### src/rtl/popup_pkg.sv
// Shared definitions for the score/level popup scheduler.
// Contents:
//   popup_state_e  - popup phase encoding (IDLE, RISE, HOLD, FADE)
//   ASCII_*        - character codes used to build popup text
//   TEXT_BLANK     - three spaces, the text shown while no popup is up
//   to_two_digits  - saturating binary-to-BCD conversion (0..99)
//   sat_fade       - fade amount for a given fade frame, clamped to 8'hFF
//   award_text     - "+NN" text for a points value
//   level_text     - "LVn" text for a level number
package popup_pkg;

    typedef enum logic [1:0] {
        ST_IDLE = 2'd0,
        ST_RISE = 2'd1,
        ST_HOLD = 2'd2,
        ST_FADE = 2'd3
    } popup_state_e;

    localparam logic [7:0]  ASCII_SPACE = 8'h20;
    localparam logic [7:0]  ASCII_PLUS  = 8'h2B;
    localparam logic [7:0]  ASCII_L     = 8'h4C;
    localparam logic [7:0]  ASCII_V     = 8'h56;
    localparam logic [7:0]  ASCII_ZERO  = 8'h30;
    localparam logic [23:0] TEXT_BLANK  = {ASCII_SPACE, ASCII_SPACE, ASCII_SPACE};

    // Returns {tens, ones} in BCD; values above 99 are shown as 99.
    function automatic logic [7:0] to_two_digits(input logic [7:0] points);
        logic [7:0] sat;
        logic [3:0] tens;
        logic [3:0] ones;
        sat  = (points > 8'd99) ? 8'd99 : points;
        tens = 4'(sat / 8'd10);
        ones = 4'(sat % 8'd10);
        return {tens, ones};
    endfunction

    // k-th fade frame amount, k*step clamped at full fade.
    function automatic logic [7:0] sat_fade(input logic [31:0] k, input logic [31:0] step);
        logic [31:0] prod;
        prod = k * step;
        return (prod > 32'd255) ? 8'hFF : prod[7:0];
    endfunction

    // "+NN": a zero tens digit is blanked so small awards read "+ 5".
    function automatic logic [23:0] award_text(input logic [7:0] points);
        logic [7:0] bcd;
        logic [7:0] char1;
        bcd   = to_two_digits(points);
        char1 = (bcd[7:4] == 4'd0) ? ASCII_SPACE : (ASCII_ZERO + {4'd0, bcd[7:4]});
        return {ASCII_PLUS, char1, ASCII_ZERO + {4'd0, bcd[3:0]}};
    endfunction

    // "LVn": only one digit of room, so levels above 9 show as 9.
    function automatic logic [23:0] level_text(input logic [3:0] lvl);
        logic [3:0] digit;
        digit = (lvl > 4'd9) ? 4'd9 : lvl;
        return {ASCII_L, ASCII_V, ASCII_ZERO + {4'd0, digit}};
    endfunction

endpackage

### src/rtl/popup_fifo.sv
// Small synchronous FIFO holding pending award values.
// Ports:
//   frame_clk, reset - clock, asynchronous active-high reset
//   flush            - synchronous empty; stored data becomes don't-care
//   push, din        - write when not full
//   pop              - read-advance when not empty
//   full, empty      - occupancy flags decoded from the count register
//   dout             - current head entry (valid when !empty)
// DEPTH must be a power of two >= 2 so the pointers wrap naturally.
module popup_fifo #(
    parameter int WIDTH = 8,
    parameter int DEPTH = 4
) (
    input  logic             frame_clk,
    input  logic             reset,
    input  logic             flush,
    input  logic             push,
    input  logic [WIDTH-1:0] din,
    input  logic             pop,
    output logic             full,
    output logic             empty,
    output logic [WIDTH-1:0] dout
);

    localparam int AW = $clog2(DEPTH);
    localparam int CW = AW + 1;

    logic [WIDTH-1:0] mem_r [DEPTH];
    logic [AW-1:0]    wr_ptr_r;
    logic [AW-1:0]    rd_ptr_r;
    logic [CW-1:0]    count_r;
    logic             push_ok_s;
    logic             pop_ok_s;

    assign full      = (count_r == CW'(DEPTH));
    assign empty     = (count_r == {CW{1'b0}});
    assign push_ok_s = push && !full;
    assign pop_ok_s  = pop && !empty;
    assign dout      = mem_r[rd_ptr_r];

    // Pointer and occupancy bookkeeping; a push and pop together keep the count.
    always_ff @(posedge frame_clk or posedge reset) begin
        if (reset) begin
            wr_ptr_r <= {AW{1'b0}};
            rd_ptr_r <= {AW{1'b0}};
            count_r  <= {CW{1'b0}};
        end else if (flush) begin
            wr_ptr_r <= {AW{1'b0}};
            rd_ptr_r <= {AW{1'b0}};
            count_r  <= {CW{1'b0}};
        end else begin
            if (push_ok_s) begin
                wr_ptr_r <= wr_ptr_r + AW'(1'b1);
            end
            if (pop_ok_s) begin
                rd_ptr_r <= rd_ptr_r + AW'(1'b1);
            end
            case ({push_ok_s, pop_ok_s})
                2'b10:   count_r <= count_r + CW'(1'b1);
                2'b01:   count_r <= count_r - CW'(1'b1);
                default: count_r <= count_r;
            endcase
        end
    end

    // Storage array; data needs no reset because empty masks it.
    always_ff @(posedge frame_clk) begin
        if (push_ok_s && !flush) begin
            mem_r[wr_ptr_r] <= din;
        end
    end

endmodule

### src/rtl/score_popup_sched.sv
// Frame-rate scheduler for the "+NN" / "LVn" popup beside the board.
// Ports:
//   frame_clk, reset         - one tick per VGA frame, async active-high reset
//   clear                    - synchronous flush on game over / restart
//   award_valid/points/ready - award request handshake (ready = queue not full)
//   lvl_valid, lvl_num       - level-up pulse and new level
//   popup_on, popup_text     - visibility and {char2,char1,char0} ASCII codes
//   pointer                  - Y offset below the popup base row
//   fade                     - amount subtracted from white
//   busy                     - popup active or any request pending
// A popup rises for RISE_FRAMES+1 frames, holds for HOLD_FRAMES and fades for
// FADE_FRAMES, then the scheduler idles at least one frame before the next.
module score_popup_sched
    import popup_pkg::*;
#(
    parameter int FIFO_DEPTH  = 4,
    parameter int RISE_FRAMES = 16,
    parameter int HOLD_FRAMES = 30,
    parameter int FADE_FRAMES = 32,
    parameter int FADE_STEP   = 8
) (
    input  logic        frame_clk,
    input  logic        reset,
    input  logic        clear,
    input  logic        award_valid,
    input  logic [7:0]  award_points,
    output logic        award_ready,
    input  logic        lvl_valid,
    input  logic [3:0]  lvl_num,
    output logic        popup_on,
    output logic [23:0] popup_text,
    output logic [10:0] pointer,
    output logic [7:0]  fade,
    output logic        busy
);

    localparam int HOLD_W = $clog2(HOLD_FRAMES) + 1;
    localparam int FADE_W = $clog2(FADE_FRAMES) + 1;
    localparam logic [HOLD_W-1:0] HOLD_LAST   = HOLD_W'(HOLD_FRAMES - 1);
    localparam logic [FADE_W-1:0] FADE_LAST   = FADE_W'(FADE_FRAMES);
    localparam logic [10:0]       RISE_START  = 11'(RISE_FRAMES);
    localparam logic [31:0]       FADE_STEP_U = 32'(FADE_STEP);

    popup_state_e      state_r,     state_n;
    logic [10:0]       pointer_r,   pointer_n;
    logic [HOLD_W-1:0] hold_cnt_r,  hold_cnt_n;
    logic [FADE_W-1:0] fade_cnt_r,  fade_cnt_n;
    logic [7:0]        fade_r,      fade_n;
    logic [23:0]       text_r,      text_n;
    logic              popup_on_r,  popup_on_n;
    logic              lvl_pend_r,  lvl_pend_n;
    logic [3:0]        lvl_num_r,   lvl_num_n;

    logic              fifo_push_s;
    logic              fifo_pop_s;
    logic              fifo_full_s;
    logic              fifo_empty_s;
    logic [7:0]        fifo_dout_s;

    // Ready is taken from the pre-pop occupancy; clear drops a same-cycle push.
    assign award_ready = !fifo_full_s;
    assign fifo_push_s = award_valid && !fifo_full_s && !clear;
    assign busy        = (state_r != ST_IDLE) || !fifo_empty_s || lvl_pend_r;

    assign popup_on    = popup_on_r;
    assign popup_text  = text_r;
    assign pointer     = pointer_r;
    assign fade        = fade_r;

    popup_fifo #(
        .WIDTH (8),
        .DEPTH (FIFO_DEPTH)
    ) u_fifo (
        .frame_clk (frame_clk),
        .reset     (reset),
        .flush     (clear),
        .push      (fifo_push_s),
        .din       (award_points),
        .pop       (fifo_pop_s),
        .full      (fifo_full_s),
        .empty     (fifo_empty_s),
        .dout      (fifo_dout_s)
    );

    // Phase sequencing, load arbitration and next values of every output.
    always_comb begin
        state_n    = state_r;
        pointer_n  = pointer_r;
        hold_cnt_n = hold_cnt_r;
        fade_cnt_n = fade_cnt_r;
        fade_n     = fade_r;
        text_n     = text_r;
        popup_on_n = popup_on_r;
        fifo_pop_s = 1'b0;
        lvl_pend_n = lvl_pend_r;
        lvl_num_n  = lvl_num_r;

        if (clear) begin
            state_n    = ST_IDLE;
            pointer_n  = 11'd0;
            hold_cnt_n = {HOLD_W{1'b0}};
            fade_cnt_n = {FADE_W{1'b0}};
            fade_n     = 8'd0;
            text_n     = TEXT_BLANK;
            popup_on_n = 1'b0;
            lvl_pend_n = 1'b0;
        end else begin
            case (state_r)
                ST_IDLE: begin
                    // Level-ups win over queued awards; one load per frame.
                    if (lvl_pend_r) begin
                        text_n     = level_text(lvl_num_r);
                        lvl_pend_n = 1'b0;
                        state_n    = ST_RISE;
                        popup_on_n = 1'b1;
                        pointer_n  = RISE_START;
                        fade_n     = 8'd0;
                    end else if (!fifo_empty_s) begin
                        text_n     = award_text(fifo_dout_s);
                        fifo_pop_s = 1'b1;
                        state_n    = ST_RISE;
                        popup_on_n = 1'b1;
                        pointer_n  = RISE_START;
                        fade_n     = 8'd0;
                    end else begin
                        state_n = ST_IDLE;
                    end
                end
                ST_RISE: begin
                    // The frame showing pointer==0 still belongs to the rise.
                    if (pointer_r == 11'd0) begin
                        state_n    = ST_HOLD;
                        hold_cnt_n = {HOLD_W{1'b0}};
                    end else begin
                        pointer_n = pointer_r - 11'd1;
                    end
                end
                ST_HOLD: begin
                    if (hold_cnt_r == HOLD_LAST) begin
                        state_n    = ST_FADE;
                        fade_cnt_n = FADE_W'(1'b1);
                        fade_n     = sat_fade(32'd1, FADE_STEP_U);
                    end else begin
                        hold_cnt_n = hold_cnt_r + HOLD_W'(1'b1);
                    end
                end
                ST_FADE: begin
                    if (fade_cnt_r == FADE_LAST) begin
                        state_n    = ST_IDLE;
                        popup_on_n = 1'b0;
                        fade_n     = 8'd0;
                        pointer_n  = 11'd0;
                        text_n     = TEXT_BLANK;
                    end else begin
                        fade_cnt_n = fade_cnt_r + FADE_W'(1'b1);
                        fade_n     = sat_fade(32'(fade_cnt_r) + 32'd1, FADE_STEP_U);
                    end
                end
                default: begin
                    state_n    = ST_IDLE;
                    pointer_n  = 11'd0;
                    fade_n     = 8'd0;
                    text_n     = TEXT_BLANK;
                    popup_on_n = 1'b0;
                end
            endcase

            // A new pulse re-arms the request even in the frame the old one loads.
            if (lvl_valid) begin
                lvl_pend_n = 1'b1;
                lvl_num_n  = lvl_num;
            end else begin
                lvl_num_n = lvl_num_r;
            end
        end
    end

    // State and registered outputs.
    always_ff @(posedge frame_clk or posedge reset) begin
        if (reset) begin
            state_r    <= ST_IDLE;
            pointer_r  <= 11'd0;
            hold_cnt_r <= {HOLD_W{1'b0}};
            fade_cnt_r <= {FADE_W{1'b0}};
            fade_r     <= 8'd0;
            text_r     <= TEXT_BLANK;
            popup_on_r <= 1'b0;
            lvl_pend_r <= 1'b0;
            lvl_num_r  <= 4'd0;
        end else begin
            state_r    <= state_n;
            pointer_r  <= pointer_n;
            hold_cnt_r <= hold_cnt_n;
            fade_cnt_r <= fade_cnt_n;
            fade_r     <= fade_n;
            text_r     <= text_n;
            popup_on_r <= popup_on_n;
            lvl_pend_r <= lvl_pend_n;
            lvl_num_r  <= lvl_num_n;
        end
    end

endmodule

### config.mk
export PLATFORM = sky130hd
export DESIGN_NAME = score_popup_sched
export DESIGN_NICKNAME = d
export VERILOG_FILES = /design/src/rtl/popup_pkg.sv /design/src/rtl/popup_fifo.sv /design/src/rtl/score_popup_sched.sv
export SDC_FILE = /design/constraint.sdc
export NUM_CORES = 1
export LEC_CHECK = 0
export CAP_MARGIN = 10
export CELL_PAD_IN_SITES_DETAIL_PLACEMENT = 0
export CELL_PAD_IN_SITES_GLOBAL_PLACEMENT = 1
export CORE_UTILIZATION = 30
export CTS_CLUSTER_DIAMETER = 50
export DETAILED_ROUTE_END_ITERATION = 12
export GPL_ROUTABILITY_DRIVEN = 1
export GPL_TIMING_DRIVEN = 0
export PLACE_DENSITY_LB_ADDON = 0.1
export RECOVER_POWER = 100
export SETUP_SLACK_MARGIN = 0.1
export SYNTH_ARGS = -nofsm -noshare
export SYNTH_HDL_FRONTEND = slang
export SYNTH_SLANG_ARGS = --single-unit
### constraint.sdc
create_clock -name frame_clk -period 4.5 [get_ports frame_clk]
set_input_delay 0.675 -clock frame_clk [delete_from_list [all_inputs] [get_ports frame_clk]]
set_output_delay 0.675 -clock frame_clk [all_outputs]
set_load 0.005 [all_outputs]
---- After elaboration in Yosys (flattened, before gate mapping) ----
Memories as Yosys holds them, arrays and structs flattened.
Cells that the tools add are included.
storage, ports and cells
  bits in read-only memories .............. 0
  latch bits .............................. 0
  register bits ........................... 70
  bits in writable memories ............... 32
  memories ................................ 1
memory list
  memory        depth  width  rd ports  clocked after memory_dff  write ports  RTL line          text
  u_fifo.mem_r  4      8      1         0                         1            popup_fifo.sv:28  logic [WIDTH-1:0] mem_r [DEPTH];
cells by class
  reduce and logical (&&, ||, !) cells .... 31
  add/sub/neg operators ................... 11
  equality and inequality tests ........... 15
  shift-type cells ........................ 0
  mux-type cells .......................... 56
  $lt $le $gt $ge ......................... 3
  div/mod/pow operators ................... 2
  bitwise operators ....................... 1
  multipliers ............................. 0
operators by type and width
  operator                                                                 number
  24-bit 2-to-1 mux                                                        4
  8-bit 2-to-1 mux                                                         7
  11-bit 2-to-1 mux                                                        5
  24-bit one-hot mux with 2 select lines                                   1
  6-bit 2-to-1 mux                                                         6
  11-bit one-hot mux with 3 select lines                                   1
  6-bit one-hot mux with 2 select lines                                    2
  8-bit one-hot mux with 3 select lines                                    1
  6-bit by 4-bit adder with 7-bit output (first input constant)            3
  3-bit inequality test (second input constant)                            6
  2-bit 2-to-1 mux                                                         8
  1-bit 2-to-1 mux                                                         15
  3-bit AND reduction                                                      5
  3-bit nonzero test                                                       5
  6-bit by 1-bit adder with 6-bit output (second input constant)           2
  11-bit logical NOT                                                       1
  11-bit by 1-bit subtractor with 11-bit output (second input constant)    1
  10-bit by 8-bit > comparator with 1-bit output (second input constant)   1
  8-bit by 4-bit divider with 8-bit output (second input constant)         1
  8-bit by 7-bit > comparator with 1-bit output (second input constant)    1
  8-bit by 4-bit remainder unit with 8-bit output (second input constant)  1
  2-bit one-hot mux with 4 select lines                                    1
  4-bit nonzero test                                                       2
  6-bit by 1-bit adder with 7-bit output (second input constant)           1
  other kinds (25)                                                         38

---- Depth between registers and ports, before layout ----
Gate-level depths: netlist of the first run.
An unclocked memory read counts as a cell.
  depth in word-level cells ............... 10
  depth in mapped cells ................... 12
  mapped depth without buffers ............ 11

---- Hierarchy ----
Synthesis of the first run repeated with hierarchy kept, for this count alone.
unflattened totals
  cell total of the unflattened synthesis .. 478
  area total of the unflattened synthesis .. 4894.7 µm²
by module, submodules not included
  module             instances  area each (µm²)  cells an instance
  score_popup_sched  1          3146.8           368
  popup_fifo         1          1747.9           110

---- Worst setup path after synthesis of the first run ----
OpenSTA, ideal clock, no wires.
  path type ............................... flip-flop to flip-flop
  start point ............................. register u_fifo.rd_ptr_r[0]
  end point ............................... register text_r[3], in the netlist popup_text[3]
  required time ........................... 4.374 ns
  cell stages (with the launch flop) ...... 12
  path buffers ............................ 2
  setup slack ............................. 1.912 ns
  arrival ................................. 2.462 ns
  cells stage by stage .................... dfrtp_1 buf_6 mux4_2 clkbuf_1 o311ai_0 nand2_1 nor2_1 ha_1 inv_1 o31a_1 xnor2_1 a221o_1
on the way
  cells in the longest elaborated chain, start to end .. 9
RTL lines
  what                                               RTL line                  text
  start: declaration                                 popup_fifo.sv:30          logic [AW-1:0] rd_ptr_r;
  start signal: assignment                           popup_fifo.sv:45          rd_ptr_r <= {AW{1'b0}};
  start signal: assignment                           popup_fifo.sv:49          rd_ptr_r <= {AW{1'b0}};
  start signal: assignment                           popup_fifo.sv:56          rd_ptr_r <= rd_ptr_r + AW'(1'b1);
  memory 4 x 8 bit *                                 n/a
  8-bit by 7-bit > comparator with 1-bit output      popup_pkg.sv:31           sat = (points > 8'd99) ? 8'd99 : points;
  8-bit 2-to-1 mux *                                 popup_pkg.sv:31
  8-bit by 4-bit remainder unit with 8-bit output *  popup_pkg.sv:33           ones = 4'(sat % 8'd10);
  6-bit by 4-bit adder with 7-bit output *           popup_pkg.sv:50           return {ASCII_PLUS, char1, ASCII_ZERO + {4'd0, bcd[3:0]}};
  24-bit 2-to-1 mux *                                score_popup_sched.sv:118  end else if (!fifo_empty_s) begin
  24-bit 2-to-1 mux *                                score_popup_sched.sv:111  if (lvl_pend_r) begin
  24-bit one-hot mux with 2 select lines *           score_popup_sched.sv:108  case (state_r)
  24-bit 2-to-1 mux *                                score_popup_sched.sv:98   if (clear) begin
  end signal: assignment                             score_popup_sched.sv:196  text_r <= text_n;
  end: declaration                                   score_popup_sched.sv:49   logic [23:0] text_r, text_n;
Every way passes the cells marked *; elsewhere a longest branch is shown, timed or not. The select of a mux whose other input is x is not followed.
A chain may end at the register's enable or synchronous reset.

---- Worst setup path in the final report of the first run ----
Same ends and word-level chain as after synthesis.

==> flow_metrics.py, run 1 <==
metrics = {
    "outcome": {
        "status": "finished clean",
    },
    "finish": {
        "fin_area_um2": 5690,
        "most-common-layout-cells": "55 x dfrtp_1, 45 x dlygate4sd3_1, 44 x nand2_1, 38 x nor2_1, 32 x edfxtp_1",
        "multi_input_area_um2": 2010,
        "num-fill-cells": 1470,
        "drive_above_1_share_pct": 10.1,
        "seqCellArea_um2": 2360,
        "syn_to_final_growth_pct": 23.5,
        "nNetsFinal": 531,
        "antenna_cells": 0,
        "mostFrequentLayoutCell": "dfrtp_1",
        "fin_cells": 688,
    },
    "min_path": {
        "holdCritStartpoint": "hold_cnt_r[5]",
        "holdCritPathClass": "flop to flop",
        "whs_path_depth": 1,
        "min_to": "hold_cnt_r[5]",
    },
    "synth": {
        "synth_flop_cell": "dfrtp_1",
        "synth_area_per_cell_um2": 10.8,
        "synthArstFlopShare_pct": 63.6,
        "synthCells": 427,
        "synth-warning-count": 0,
        "ys_seq_area_share_pct": 51.3,
        "synth_area_um2": 4610,
        "synth-seq-cells": 88,
        "synth_cell_types": 66,
        "synth-edff-count": 32,
    },
    "place": {
        "pre_cts_ws_ns": 1.21,
        "postPlaceCellArea_um2": 5430,
        "hpwl_mm": 7.41,
        "port_buffers": 56,
        "globalplace.congestion": 0.763,
        "dpl.cell_count": 672,
    },
    "grt": {
        "grt_pass1_wl_mm": 17.3,
        "overflow": 0,
        "grt_max_degree": 37,
        "grt_pass1_vias": 3254,
        "track_usage_pct": 14.0,
        "grt_antenna_before_repair": 0,
    },
    "timing": {
        "setup_ws_ns": 1.08,
        "rsz0062_at_grt": "false",
        "hold_viol_final": 0,
        "fin_crit_sh_pct": 75.9,
        "setup_viol_count_final": 0,
        "slew_violations": 0,
        "relSlewSlack_pct": 39.4,
        "period_needed_ns": 3.42,
        "tightest_slew_ns": 0.908,
        "fmax_mhz": 293,
        "skew_ns": 0.00639,
        "tns_ns": 0,
    },
    "power_and_ir_drop": {
        "ir_worst_vdd_mv": 0.218,
        "leakagePower_nw": 2.39,
        "p_per_area_nw_per_um2": 541,
        "finalPower_w": 0.00308,
    },
    "clock_tree": {
        "clk_latency_ns": 0.35,
        "cts_tree": "done",
        "cts_hold_buf": 0,
        "cts.sinks": 88,
        "cts.path.max_buffers": 2,
        "cts_max_level": 3,
        "cts_root_buffer": "clkbuf_16",
        "cts_resized": 0,
        "cts_buffers": 9,
        "clk_pin_slew_ns": 0.07,
        "post_cts_buffers": 0,
    },
    "run": {
        "drv_cap": 0,
    },
    "route": {
        "firstDrtPassIters": 4,
        "routed_wl_mm": 10.1,
        "num_vias": 3349,
        "ant_nets": 0,
        "drtIter0Drc": 123,
        "drc": 0,
        "wire_per_inst_um": 14.7,
        "vias_per_cell": 4.87,
    },
    "setup_path": {
        "critPathArrivalTime_ns": 3.65,
        "timing.rr.end": "popup_text[3]",
        "r2r_start": "u_fifo.rd_ptr_r[0]",
        "end_kind": "flop",
        "r2r_slack_ns": 1.08,
        "setup.worst_path.class": "flop to flop",
        "start_kind": "flop",
        "r2r_cells": 11,
        "crit_required_ns": 4.73,
        "cp_max_fo": 10,
    },
    "die": {
        "fp.dieW_um": 126,
        "ios": 63,
        "dieHeight_um": 126,
        "core_um2": 14800,
        "die-area_um2": 15900,
        "start_util_pct": 31.2,
        "core.rowCount": 44,
    },
}
[stage by stage]
step	utilization, %	hold WS (ns)
3_5_place_dp	36.8	0.464
4_1_cts	38.7	0.473
3_3_place_gp	36.7	0.451
5_1_grt	38.6	0.490
2_1_floorplan	-	0.440
6_report	38.6	0.472
[critical path: stages (launching register included)]
cell      delay [ns]
dfrtp_1         0.32
clkbuf_1        0.56
mux4_1          0.80
clkbuf_1        0.27
mux2i_1         0.19
nor3_1          0.07
o21ai_0         0.29
ha_1            0.21
inv_1           0.04
o31a_1          0.11
xnor2_1         0.13
a221o_1         0.31
[Yosys cell counts (2+ instances only)]
library cell | count | area (µm²)
buf_6 | 2 | 22.5
mux2_2 | 5 | 56.3
xnor2_1 | 11 | 96.3
or2_2 | 6 | 37.5
nor3_1 | 8 | 40.0
inv_1 | 17 | 63.8
a21o_1 | 6 | 45.0
a21oi_1 | 14 | 70.1
nand4_1 | 2 | 12.5
or4_1 | 2 | 15.0
mux4_1 | 3 | 78.8
nand2b_1 | 7 | 43.8
xor2_1 | 6 | 52.6
o211ai_1 | 2 | 15.0
mux2i_1 | 8 | 80.1
and2_1 | 4 | 25.0
edfxtp_1 | 32 | 961
and3_1 | 3 | 18.8
nand2_1 | 44 | 165
clkbuf_1 | 12 | 45.0
nor2b_1 | 6 | 37.5
or3_1 | 2 | 12.5
o31ai_1 | 4 | 30.0
a211oi_1 | 4 | 30.0
mux4_2 | 4 | 90.1
nor4_1 | 2 | 12.5
buf_4 | 14 | 105
and3b_1 | 2 | 17.5
a22o_1 | 6 | 52.6
dfrtp_1 | 55 | 1380
a31oi_1 | 3 | 18.8
or3b_2 | 3 | 26.3
o21ai_0 | 31 | 155
o41ai_1 | 2 | 17.5
nand3_1 | 10 | 50.1
ha_1 | 14 | 175
nor2_1 | 38 | 143
nor4b_1 | 2 | 17.5
o21bai_1 | 2 | 15.0
conb_1 | 2 | 7.51
o22ai_1 | 2 | 12.5
[power by group]
group          leakage (nW)  internal [W]  switching (W)
combinational          1.24      0.000605       0.000707
clock                 0.117      0.000376       0.000330
sequential             1.04      0.000964       0.000101
[layout make-up]
type / count / share of cell area (%)
clock buffer: 10 / 4.02
timing repair buffer: 57 / 10.2
inverter: 17 / 1.12
clock inverter: 6 / 0.813
multi-input combinational: 297 / 35.3
tap: 184 / 4.04
buffer: 29 / 2.99
sequential: 88 / 41.5
[routing by layer]
layer	vias to the layer above	GRT usage, %	part of all wire, %	routed length, µm
met1	1617	20.1	51	5190
met3	6	3.06	3.3	336
li1	1658	-	-	-
met4	0	4.68	0.97	98
met5	-	0	0	0
met2	68	20.7	44	4500
[state kept, by name (all words and copies together), names as in the netlist]
signal,cells
u_fifo.count_r,3
u_fifo.mem_r,32
pointer,11
u_fifo.wr_ptr_r,2
hold_cnt_r,6
fade,6
u_fifo.rd_ptr_r,2
popup_text,13
fade_cnt_r,6
state_r,2
lvl_num_r,4
lvl_pend_r,1
[worst max-delay path by stage]
stage,startpoint,end,slack (ns),depth (start not counted)
finish,u_fifo.rd_ptr_r[0],popup_text[3],1.08,11
global route,u_fifo.rd_ptr_r[0],popup_text[3],0.79,11
CTS,u_fifo.rd_ptr_r[0],popup_text[3],1.49,11
detailed placement,clear,u_fifo.count_r[2],1.21,8
global placement,reset,popup_text[12],1.12,2
floorplan,u_fifo.rd_ptr_r[0],popup_text[3],1.91,11
[logic make-up after synthesis]
| family | after synthesis | share of synthesized area [%] |
|---|---|---|
| buffers and inverters | 46 | 5.24 |
| muxes | 21 | 6.95 |
| AOI/OAI and AO/OA | 89 | 12.7 |
| other | 2 | 0.163 |
| DFF | 88 | 51.3 |
| adders and majority gates | 15 | 4.24 |
| xor gates and xnor gates | 17 | 3.23 |
| and+or+nand+nor | 149 | 16.2 |
(Power assumes the default switching activity.)
==> inputs of run 2 (changes only) <==
==> constraint.sdc (replaced) <==
create_clock -name frame_clk -period 3.3 [get_ports frame_clk]
set_input_delay 0.495 -clock frame_clk [delete_from_list [all_inputs] [get_ports frame_clk]]
set_output_delay 0.495 -clock frame_clk [all_outputs]
set_load 0.005 [all_outputs]
==> run 2 against run 1 <==
Against the previous run:
- first-iteration DRC count grew 4.1%
- critical path depth is the same
- clock-buffer cell count is the same
- worst hold slack is essentially flat
- fmax grew 18%
- design area is essentially flat
- register-to-register slack lost 0.69 ns
- clock power grew 36%
- final cell count is the same
==> flow_metrics.py, run 2 (synthesized netlist as in run 1, its figures left out) <==
metrics = {
    "finish": {
        "antenna_cells": 0,
        "syn_to_final_growth_pct": 23.6,
        "drive_above_1_share_pct": 10.7,
        "mostFrequentLayoutCell": "dfrtp_1",
        "largest-register": "u_fifo.mem_r",
        "most-common-layout-cells": "55 x dfrtp_1, 45 x dlygate4sd3_1, 44 x nand2_1, 38 x nor2_1, 32 x edfxtp_1",
        "largest_register_ffs": 32,
        "nNetsFinal": 531,
    },
    "setup_path": {
        "critPathArrivalTime_ns": 3.13,
        "crit_family": "compound AO/OA/AOI/OAI gates",
        "max_stage_delay_ns": 0.72,
        "cp.depth": 11,
        "start_kind": "flop",
        "crit_required_ns": 3.53,
        "cp_cell_sequence": "buf_6, mux4_1, clkbuf_1, o21bai_1, a21oi_1, o21ai_1, ha_1, inv_1, o31a_1, xnor2_1, a221o_1",
        "setup.worst_path.class": "flop to flop",
        "worst-path-buf-inv": 3,
        "r2r_cells": 11,
        "end_kind": "flop",
        "critPathSlowestCell": "mux4_1",
        "cp_max_fo": 10,
    },
    "place": {
        "hpwl_mm": 7.41,
        "pre_cts_ws_ns": 0.186,
        "port_buffers": 56,
        "globalplace.congestion": 0.763,
    },
    "route": {
        "ant_nets": 0,
        "firstDrtPassIters": 5,
        "num_vias": 3349,
        "vias_per_cell": 4.87,
        "drtIter0Drc": 128,
        "drc": 0,
        "routed_wl_mm": 10.1,
        "wire_per_inst_um": 14.7,
    },
    "grt": {
        "track_usage_pct": 14.0,
        "grt_pass1_wl_mm": 17.3,
        "overflow": 0,
        "grt_max_degree": 37,
        "grt_pass1_vias": 3254,
        "grt_antenna_before_repair": 0,
    },
    "die": {
        "die-area_um2": 15900,
        "fp.dieW_um": 126,
        "start_util_pct": 31.2,
        "dieHeight_um": 126,
        "core.rowCount": 44,
        "core_um2": 14800,
        "ios": 63,
    },
    "clock_tree": {
        "cts_root_buffer": "clkbuf_16",
        "clk_latency_ns": 0.35,
        "cts.sinks": 88,
        "cts_tree": "done",
        "cts_buffers": 9,
        "cts.path.max_buffers": 2,
        "post_cts_buffers": 0,
        "cts_hold_buf": 0,
        "cts_max_level": 3,
        "clk_pin_slew_ns": 0.07,
    },
    "timing": {
        "fmax_mhz": 345,
        "setup_ws_ns": 0.398,
        "period_needed_ns": 2.90,
        "slew_violations": 0,
        "rsz0062_at_grt": "false",
        "skew_ns": 0.00625,
        "setup_viol_count_final": 0,
        "hold_viol_final": 0,
        "fin_crit_sh_pct": 87.9,
        "tns_ns": 0,
        "hold_slack_ns": 0.472,
        "tightest_slew_ns": 0.945,
        "relSlewSlack_pct": 37.0,
    },
    "outcome": {
        "status": "finished clean",
    },
    "power_and_ir_drop": {
        "leakagePower_nw": 2.40,
        "ir_worst_vdd_mv": 0.297,
        "p_per_area_nw_per_um2": 743,
    },
    "min_path": {
        "holdCritPathClass": "flop to flop",
        "whs_path_depth": 1,
    },
    "run": {
        "drv_cap": 0,
    },
}
==> run 2: cell count changes in the layout (fill, tap and decap cells not counted) <==
cell / change
o21ai_0: -1
clkbuf_2: +1
or3_4: +1
buf_12: -1
clkbuf_1: -1
buf_6: +1
mux2_1: -1
mux2_4: +1
o21ai_1: +1
or3_1: -1
==> run 2: power breakdown <==
group	switching [W]	total, W	internal [W]
registers	0.000138	0.00145	0.00132
logic	0.000965	0.00182	0.000853
clock network	0.000449	0.000962	0.000513
==> run 2: cell type report <==
cell class / count / area, µm²
sequential: 88 / 2360
inverter: 17 / 63.8
buffer: 29 / 178
timing repair buffer: 57 / 566
multi-input combinational: 297 / 2020
clock inverter: 6 / 46.3
fill: 1470 / 9060
clock buffer: 10 / 229
tap: 184 / 230
==> run 2: layer usage <==
layer	share of wire [%]	track usage, %
met2	45	20.7
met3	3.5	3.06
met1	51	20.1
met5	0	0
met4	1.0	4.68
==> run 2: worst paths after layout <==
check	start	endpoint	slack, ns
worst min-delay path	hold_cnt_r[5]	hold_cnt_r[5]	0.47
worst max-delay path	u_fifo.rd_ptr_r[0]	popup_text[3]	0.40
max in group asynchronous	reset	fade_cnt_r[0]	1.12
worst min register to register	hold_cnt_r[5]	hold_cnt_r[5]	0.47
worst max register to register	u_fifo.rd_ptr_r[0]	popup_text[3]	0.40
min in group asynchronous	reset	u_fifo.wr_ptr_r[0]	0.75
==> run 2: metrics by stage <==
step | area, µm² | power, W | utilization, % | instances
2_1_floorplan | 4620 | 0.00274 | - | 431
3_3_place_gp | 5410 | 0.00336 | 36.7 | 671
3_5_place_dp | 5430 | 0.00337 | 36.8 | 672
4_1_cts | 5710 | 0.00436 | 38.7 | 688
5_1_grt | 5690 | 0.00459 | 38.6 | 688
6_report | 5690 | 0.00423 | 38.6 | 688
==> run 2: what timing repair did <==
action,CTS,global route
resized for setup,0,1
endpoints found under the setup margin,0,1
endpoints found under the hold margin,0,0
